`config.mk`:
```
export PLATFORM = sky130hd
export DESIGN_NAME = fetch_unit
export DESIGN_NICKNAME = d
export VERILOG_FILES = /design/src/rtl/fetch_unit_pkg.sv /design/src/rtl/fetch_unit_next_pc.sv /design/src/rtl/fetch_unit.sv
export SDC_FILE = /design/constraint.sdc
export NUM_CORES = 1
export LEC_CHECK = 0
export ABC_AREA = 1
export CORE_MARGIN = 5
export CORE_UTILIZATION = 35
export CTS_CLUSTER_SIZE = 14
export DETAILED_ROUTE_END_ITERATION = 10
export DONT_BUFFER_PORTS = 1
export HOLD_SLACK_MARGIN = 0.05
export PLACE_DENSITY = 0.55
export SYNTH_ARGS = -nofsm -noshare
export SYNTH_HDL_FRONTEND = slang
export SYNTH_SLANG_ARGS = --single-unit
```
`constraint.sdc`:
```
create_clock -name clock -period 2.1 [get_ports clock]
set_input_delay 0.42 -clock clock [delete_from_list [all_inputs] [get_ports clock]]
set_output_delay 0.42 -clock clock [all_outputs]
set_load 0.005 [all_outputs]
```
`src/rtl/fetch_unit_pkg.sv`:
```
// Shared definitions for the instruction-fetch stage: redirect kinds, FSM
// encoding, default reset vector and MIPS instruction field ranges.
package fetch_unit_pkg;

  localparam logic [31:0] DEFAULT_RESET_PC = 32'h0040_0000;

  localparam logic [1:0] REDIR_SEQ = 2'b00;
  localparam logic [1:0] REDIR_BR  = 2'b01;
  localparam logic [1:0] REDIR_J   = 2'b10;
  localparam logic [1:0] REDIR_JR  = 2'b11;

  typedef enum logic [1:0] {
    ST_IDLE = 2'd0,
    ST_REQ  = 2'd1,
    ST_HOLD = 2'd2,
    ST_HALT = 2'd3
  } fetch_state_e;

  // Field ranges matching mips.h
  localparam int IMM_HI = 15;
  localparam int IMM_LO = 0;
  localparam int TGT_HI = 25;
  localparam int TGT_LO = 0;

  // Sign-extended 16-bit immediate scaled to a byte offset.
  function automatic logic [31:0] branch_offset(input logic [15:0] imm);
    return {{14{imm[15]}}, imm, 2'b00};
  endfunction

endpackage

```
`src/rtl/fetch_unit_next_pc.sv`:
```
// Combinational next-PC selection for sequential, branch, J/JAL and JR flow.
module next_pc_calc
  import fetch_unit_pkg::*;
#(
  parameter int unsigned ADDR_W = 32
) (
  input  logic [ADDR_W-1:0] pc_plus4,
  input  logic [TGT_HI:0]   inst_lo,
  input  logic [1:0]        redir_kind,
  input  logic [ADDR_W-1:0] jr_target,
  output logic [ADDR_W-1:0] next_pc,
  output logic              misaligned
);

  logic [ADDR_W-1:0] br_off;

  always_comb begin
    br_off     = ADDR_W'(branch_offset(inst_lo[IMM_HI:IMM_LO]));
    next_pc    = pc_plus4;
    misaligned = 1'b0;
    case (redir_kind)
      REDIR_SEQ: next_pc = pc_plus4;
      REDIR_BR:  next_pc = pc_plus4 + br_off;
      // Region bits come from pc+4; the whole 26-bit index is kept.
      REDIR_J:   next_pc = {pc_plus4[ADDR_W-1:28], inst_lo[TGT_HI:TGT_LO], 2'b00};
      REDIR_JR: begin
        next_pc    = {jr_target[ADDR_W-1:2], 2'b00};
        misaligned = |jr_target[1:0];
      end
      default:   next_pc = pc_plus4;
    endcase
  end

endmodule

```
`src/rtl/fetch_unit.sv`:
```
// Instruction-fetch stage: owns the PC, runs one outstanding imem request at a
// time and hands each word to decode over valid/ready.
module fetch_unit
  import fetch_unit_pkg::*;
#(
  parameter int unsigned ADDR_W       = 32,
  parameter logic [31:0] RESET_PC     = DEFAULT_RESET_PC,
  parameter bit          HALT_ON_ZERO = 1'b1,
  parameter int unsigned CNT_W        = 16
) (
  input  logic              clock,
  input  logic              reset,
  output logic              imem_req,
  output logic [ADDR_W-1:0] imem_addr,
  input  logic              imem_ack,
  input  logic [31:0]       imem_rdata,
  output logic              out_valid,
  input  logic              out_ready,
  output logic [31:0]       out_inst,
  output logic [ADDR_W-1:0] out_pc,
  output logic [ADDR_W-1:0] out_pc_plus4,
  input  logic [1:0]        redir_kind,
  input  logic [ADDR_W-1:0] jr_target,
  output logic              halted,
  output logic              addr_err,
  output logic [CNT_W-1:0]  fetch_count
);

  localparam logic [ADDR_W-1:0] RST_PC = RESET_PC[ADDR_W-1:0];

  fetch_state_e      state_q, state_d;
  logic [ADDR_W-1:0] pc_q, pc_d;
  logic [31:0]       out_inst_q, out_inst_d;
  logic [ADDR_W-1:0] out_pc_q, out_pc_d;
  logic [ADDR_W-1:0] out_pc_plus4_q, out_pc_plus4_d;
  logic              halted_q, halted_d;
  logic              addr_err_q, addr_err_d;
  logic [CNT_W-1:0]  fetch_count_q, fetch_count_d;

  logic [ADDR_W-1:0] next_pc;
  logic              misaligned;

  next_pc_calc #(.ADDR_W(ADDR_W)) u_next_pc (
    .pc_plus4   (out_pc_plus4_q),
    .inst_lo    (out_inst_q[TGT_HI:0]),
    .redir_kind (redir_kind),
    .jr_target  (jr_target),
    .next_pc    (next_pc),
    .misaligned (misaligned)
  );

  always_comb begin
    state_d        = state_q;
    pc_d           = pc_q;
    out_inst_d     = out_inst_q;
    out_pc_d       = out_pc_q;
    out_pc_plus4_d = out_pc_plus4_q;
    halted_d       = halted_q;
    addr_err_d     = addr_err_q;
    fetch_count_d  = fetch_count_q;
    case (state_q)
      ST_IDLE: state_d = ST_REQ;
      ST_REQ: begin
        if (imem_ack) begin
          out_inst_d     = imem_rdata;
          out_pc_d       = pc_q;
          out_pc_plus4_d = pc_q + ADDR_W'(4);
          if (HALT_ON_ZERO && (imem_rdata == 32'h0)) begin
            halted_d = 1'b1;
            state_d  = ST_HALT;
          end else begin
            state_d = ST_HOLD;
          end
        end
      end
      ST_HOLD: begin
        // redir_kind and jr_target only matter on the decode handshake.
        if (out_ready) begin
          pc_d = next_pc;
          if (misaligned) addr_err_d = 1'b1;
          if (fetch_count_q != {CNT_W{1'b1}}) fetch_count_d = fetch_count_q + CNT_W'(1);
          state_d = ST_REQ;
        end
      end
      ST_HALT: state_d = ST_HALT;
      default: state_d = ST_IDLE;
    endcase
  end

  always_ff @(posedge clock) begin
    if (reset) begin
      state_q        <= ST_IDLE;
      pc_q           <= RST_PC;
      out_inst_q     <= '0;
      out_pc_q       <= '0;
      out_pc_plus4_q <= '0;
      halted_q       <= 1'b0;
      addr_err_q     <= 1'b0;
      fetch_count_q  <= '0;
    end else begin
      state_q        <= state_d;
      pc_q           <= pc_d;
      out_inst_q     <= out_inst_d;
      out_pc_q       <= out_pc_d;
      out_pc_plus4_q <= out_pc_plus4_d;
      halted_q       <= halted_d;
      addr_err_q     <= addr_err_d;
      fetch_count_q  <= fetch_count_d;
    end
  end

  assign imem_req     = (state_q == ST_REQ);
  assign imem_addr    = {pc_q[ADDR_W-1:2], 2'b00};
  assign out_valid    = (state_q == ST_HOLD);
  assign out_inst     = out_inst_q;
  assign out_pc       = out_pc_q;
  assign out_pc_plus4 = out_pc_plus4_q;
  assign halted       = halted_q;
  assign addr_err     = addr_err_q;
  assign fetch_count  = fetch_count_q;

endmodule

```
## After elaboration in Yosys (flattened, before gate mapping)

Index checks and enable logic that the tools add are counted.

- Bits in registers: 148
- Input bits: 70
- Output and inout port bits: 148
- Logic and storage cells: 36

- Add/subtract/negate cells: 3
- Equality and inequality tests: 9
- Mux-type cells: 6
- Reductions and logical operators: 10

Operators by type and width:

| operator | count |
|---|---|
| $pmux 32 s4 | 1 |
| $add 32x3->32 const B | 1 |
| $add 32x32->32 | 1 |
| $logic_not 32->1 | 1 |
| $add 16x1->16 const B | 1 |
| $ne 16x16->1 const B | 1 |
| $reduce_and 3->1 | 3 |
| $eq 2x2->1 const B | 4 |
| $pmux 2 s4 | 1 |
| $reduce_and 2->1 | 3 |
| $eq 2x1->1 const B | 2 |
| $logic_not 2->1 | 2 |
| $mux 2 | 2 |
| $ne 2x1->1 const B | 2 |
| $mux 1 | 2 |
| $reduce_or 2->1 | 1 |

## Logic depth before layout (Yosys ltp)

- Word-level depth: 4
- Mapped depth: 15
- Gate-level depth less buffers: 15

## Hierarchy

From an unflattened synthesis, not the netlist that was laid out.

- Cell total of the unflattened synthesis: 1557
- Area, all modules: 9790.6 um^2

Modules (own cells, without submodules):

| module | times used | cells each | area each (um^2) | sequential area each (um^2) |
|---|---|---|---|---|
| fetch_unit | 1 | 934 | 6760.2 | 2922.8 |
| next_pc_calc | 1 | 623 | 3030.4 | 0.0 |

## Least setup slack after synthesis

Ideal clock, no wire load.

- Path type: register to register
- From: register out_inst_q[15], in the netlist out_inst[15]
- To: register pc_q[29]
- Setup time: 0.132 ns
- Arrival time: 1.876 ns
- Required time: 1.968 ns
- Slack: 0.092 ns
- Cell stages (with the launch flop): 12
- Buffers on the path: 0
- Clock period less this slack: 2.008 ns
- Path through: dfxtp_1 ha_1 nand2_1 inv_2 a21oi_1 nand2_1 a21oi_1 nand3_1 nand3_1 nand2_1 nand2_1 a21oi_1

- Longest elaborated chain between the ends: 2

Ends and longest elaborated chain:

| element | RTL line | source |
|---|---|---|
| start, declared | fetch_unit.sv:33 | `logic [31:0] out_inst_q, out_inst_d;` |
| start signal, assigned | fetch_unit.sv:103 | `out_inst_q <= out_inst_d;` |
| $add 32x32->32 | fetch_unit_next_pc.sv:23 | `REDIR_BR: next_pc = pc_plus4 + br_off;` |
| $pmux 32 s4 | fetch_unit_next_pc.sv:21 | `case (redir_kind)` |
| end signal, assigned | fetch_unit.sv:102 | `pc_q <= pc_d;` |
| end, declared | fetch_unit.sv:32 | `logic [ADDR_W-1:0] pc_q, pc_d;` |

No other way between the ends.
A chain may end at the register's enable or synchronous reset.

## Final worst setup path

- From: register out_pc_plus4_q[2], in the netlist out_pc_plus4[2]
- To: register pc_q[18]

- Longest elaborated chain between the ends: 2

Ends and longest elaborated chain:

| element | RTL line | source |
|---|---|---|
| start, declared | fetch_unit.sv:35 | `logic [ADDR_W-1:0] out_pc_plus4_q, out_pc_plus4_d;` |
| start signal, assigned | fetch_unit.sv:105 | `out_pc_plus4_q <= out_pc_plus4_d;` |
| $add 32x32->32 | fetch_unit_next_pc.sv:23 |  |
| $pmux 32 s4 | fetch_unit_next_pc.sv:21 |  |

No other way between the ends.

==> qor.yml <==
clock_network:
  root_buffer: "clkbuf_16"
  cts_max_path_buffers: 2
  cts_tree: "done"
  insertion_delay_ns: 0.43
  numCtsBuffers: 17
  ctsHoldBuffers: 1
  clock_sinks: 146
  htree_num_levels: 4
  path_clk_slew_ns: 0.07
floorplanning:
  io_pins: 218
  die_x_um: 173.5
  die-area_um2: 30110
  die_h_um: 173.5
  rows: 59
  coreArea_um2: 26210
  initial_core_util_pct: 35.71
layout:
  nets: 1635
  multiInputGateArea_um2: 6015
  fillers: 2753
  area_delta_synth_final_pct: 25.72
  drive_gt1_share_pct: 24.97
  final_cells: 1882
  seq_area_um2: 2953
hold_path:
  min_path_cells: 1
  min_path_type: "in -> reg"
  holdCritStartpoint: "reset"
  hold_end: "pc_q[25]"
critical_path:
  rrSetupSlack_ns: 0.04
  cp-end-kind: "flop"
  worstSetupPathType: "reg -> reg"
  arrival_ns: 2.43
  worstRegToRegCells: 14
  startpoint: "out_pc_plus4[2]"
  worst_r2r_endpoint: "pc_q[18]"
  r2r_start: "out_pc_plus4[2]"
  critPathMaxFanout: 4
  crit_chain: "ha_4 -> inv_2 -> fa_2 -> inv_2 -> nand3_2 -> nand3_4 -> nand2_2 -> nand2_4 -> nand3_2 -> nand2_2 -> nor2_2 -> o21ai_2 -> nand2_1 -> a21oi_2"
  crit_path_start_kind: "flop"
  required_ns: 2.47
  slowest_delay_ns: 0.37
  cp_slowest_cell: "fa_2"
drt:
  first_iter_violations: 877
  drt_pass1_iterations: 6
  routedWlPerCell_um: 21.14
  viasPerCell: 5.335
  route.vias.total: 10041
  routed_wl_um: 39790
  ant_nets: 0
  drcViolationCount: 0
place:
  gp_congestion: 1.006
  io_buffer_count: 0
  dp_cells: 1840
  post-dp-hpwl_um: 31090
logic_synthesis:
  syn_area_per_cell_um2: 6.415
  synthSimpleGateAreaFrac_pct: 34.69
  synth-xor-area-share_pct: 1.578
  yosys-top-cells-area: "dfxtp_1 (31%), nand2_1 (16%), inv_1 (6.6%)"
  synth-async-reset-ratio_pct: 0
  synthMuxAreaShare_pct: 0
  synth_edf_count: 0
  synthesis.area_um2: 9359
  yosys_warnings: 0
  synth-compound-area-share_pct: 15.71
  yosys.area_share.adder_pct: 4.358
  synth.distinct_cells: 57
  synth_top_area_share_pct: 31.23
  syn-instance-count: 1459
  synth-seq-area-share_pct: 31.23
  synth_top_family_by_area: "simple AND/OR/NAND/NOR gates"
  ys_dominant_reg_cell: "dfxtp_1"
  yosys_register_bits: 146
  synth_area_leader_cell: "dfxtp_1"
timing:
  setup_viol: 0
  period_share_pct: 98.28
  finalHoldViolCount: 0
  maxSlewViolCount: 0
  skew_ns: 0.01469
  tns_ns: 0
  tightestPinTransition_ns: 0.6912
  timing.fmax_mhz: 484.5
  timing.hold.ws_ns: 0.05114
  relSlewSlack_pct: 53.92
  fin_crit_ns: 2.064
  rsz0062_at_grt: "true"
global_route:
  antenna_found_initial: 4
  grt_pass1_vias: 9450
  grt.total_usage_pct: 25.01
  grt_max_degree: 83
  grt_pass1_wl_um: 58220
  overflow: 0
power_and_ir_drop:
  p_leak_nw: 5.090
  p_per_area_nw_per_um2: 596.1
  vdd_drop_max_mv: 0.4104
  p_total_w: 0.007014
run_status:
  outcome: "complete, no violations"
job:
  maxCapViolations: 0
-- kinds of logic (layout without fill, tap and decap cells) --
logic type | count (synthesis) | count (layout)
AND/OR/NAND/NOR | 743 | 743
buffers and inverters | 263 | 349
AO/OA/AOI/OAI | 258 | 258
flip-flops | 146 | 146
adder cells (fa/ha/maj) | 32 | 32
XOR/XNOR | 16 | 16
other | 1 | 3
-- how the worst max path moves through the flow --
stage,to,slack [ns]
2_1_floorplan,pc_q[29],0.09
3_3_place_gp,pc_q[12],-0.32
3_5_place_dp,pc_q[12],-0.35
4_1_cts,pc_q[15],0.005
5_1_grt,pc_q[18],-0.06
6_report,pc_q[18],0.04
-- layer usage --
layer  track usage [%]  vias to the layer above  share of wire [%]
met5                 0                        -              0.053
met4             7.183                        4                3.0
met3             8.113                       55                8.8
met2             40.87                      385                 46
met1             31.66                     4733                 42
li1                  -                     4864                  -
-- metrics by stage --
stage	utilization, %	setup slack (ns)	area (um2)
after floorplan	-	0.09220	9363
after global placement	39.40	-0.3164	10320
after detailed placement	39.40	-0.3454	10320
after CTS	42.25	0.004860	11070
after global routing	44.90	-0.06294	11770
final	44.90	0.03604	11770
-- final cells by class --
type	count	share of cell area (%)
multi-input combinational	1051	51.12
inverter	176	5.668
antenna	1	0.02127
sequential	146	25.10
clock buffer	17	3.615
tap	335	3.562
timing repair buffer	141	9.624
clock inverter	15	1.297
-- power breakdown --
part | internal (W) | switching (W)
Sequential | 0.00286 | 0.000132
Clock | 0.00167 | 0.00137
Combinational | 0.000393 | 0.000589
-- what timing repair did --
| item | in CTS | in global routing |
|---|---|---|
| gates cloned | 0 | 1 |
| hold endpoints to repair | 1 | 1 |
| buffers inserted | 1 | 7 |
| resized for setup | 44 | 140 |
| endpoints found under the setup margin | 17 | 25 |
| pin swaps | 4 | 44 |
-- flip-flops by register name, indices dropped and copies added (netlist names) --
signal / count
out_pc: 32
out_inst: 32
out_pc_plus4: 30
state_q: 2
fetch_count: 16
pc_q: 32
addr_err: 1
halted: 1
-- synth_stat cells, drive strengths merged (3+ instances only) --
master	count
or2	9
a21oi	122
nor4	20
clkbuf	32
dfxtp	146
inv	174
buf	55
nand3	76
xnor2	10
o21ai	89
nor2	171
ha	31
nor3	23
nor3b	5
xor2	6
o2111ai	4
o211ai	3
nand2	418
o221ai	5
a221oi	18
o21bai	5
o211a	3
o22ai	4
nand4	16
-- layout by cell type, fill, tap and decap left out, drive strengths merged, types with 2 or more instances in the layout --
| master | netlist | final |
|---|---|---|
| clkinvlp | 0 | 3 |
| a21oi | 122 | 122 |
| xnor2 | 10 | 10 |
| ha | 31 | 31 |
| o211ai | 3 | 3 |
| nor2 | 171 | 171 |
| clkbuf | 32 | 18 |
| inv | 174 | 179 |
| o22ai | 4 | 4 |
| o21ai | 89 | 89 |
| xor2 | 6 | 6 |
| a221oi | 18 | 18 |
| o2111ai | 4 | 4 |
| o211a | 3 | 3 |
| o21bai | 5 | 5 |
| and2 | 2 | 2 |
| o21a | 2 | 2 |
| buf | 55 | 139 |
| nand2 | 418 | 418 |
| clkinv | 2 | 8 |
| o221ai | 5 | 5 |
| nor3 | 23 | 23 |
| dfxtp | 146 | 146 |
| nand3b | 2 | 2 |
| conb | 1 | 2 |
| nand4 | 16 | 16 |
| nor3b | 5 | 5 |
| or2 | 9 | 9 |
| nand3 | 76 | 76 |
| nor4 | 20 | 20 |
-- critical path, delay by kind of cell (launching register included) --
family | cells | cell delay (ns)
simple gates | 8 | 0.65
fa+ha+maj | 2 | 0.53
buf+inv | 2 | 0.12
compound gates | 2 | 0.34
flops | 1 | 0.36
Note: power is estimated with default switching activity, not from simulation.
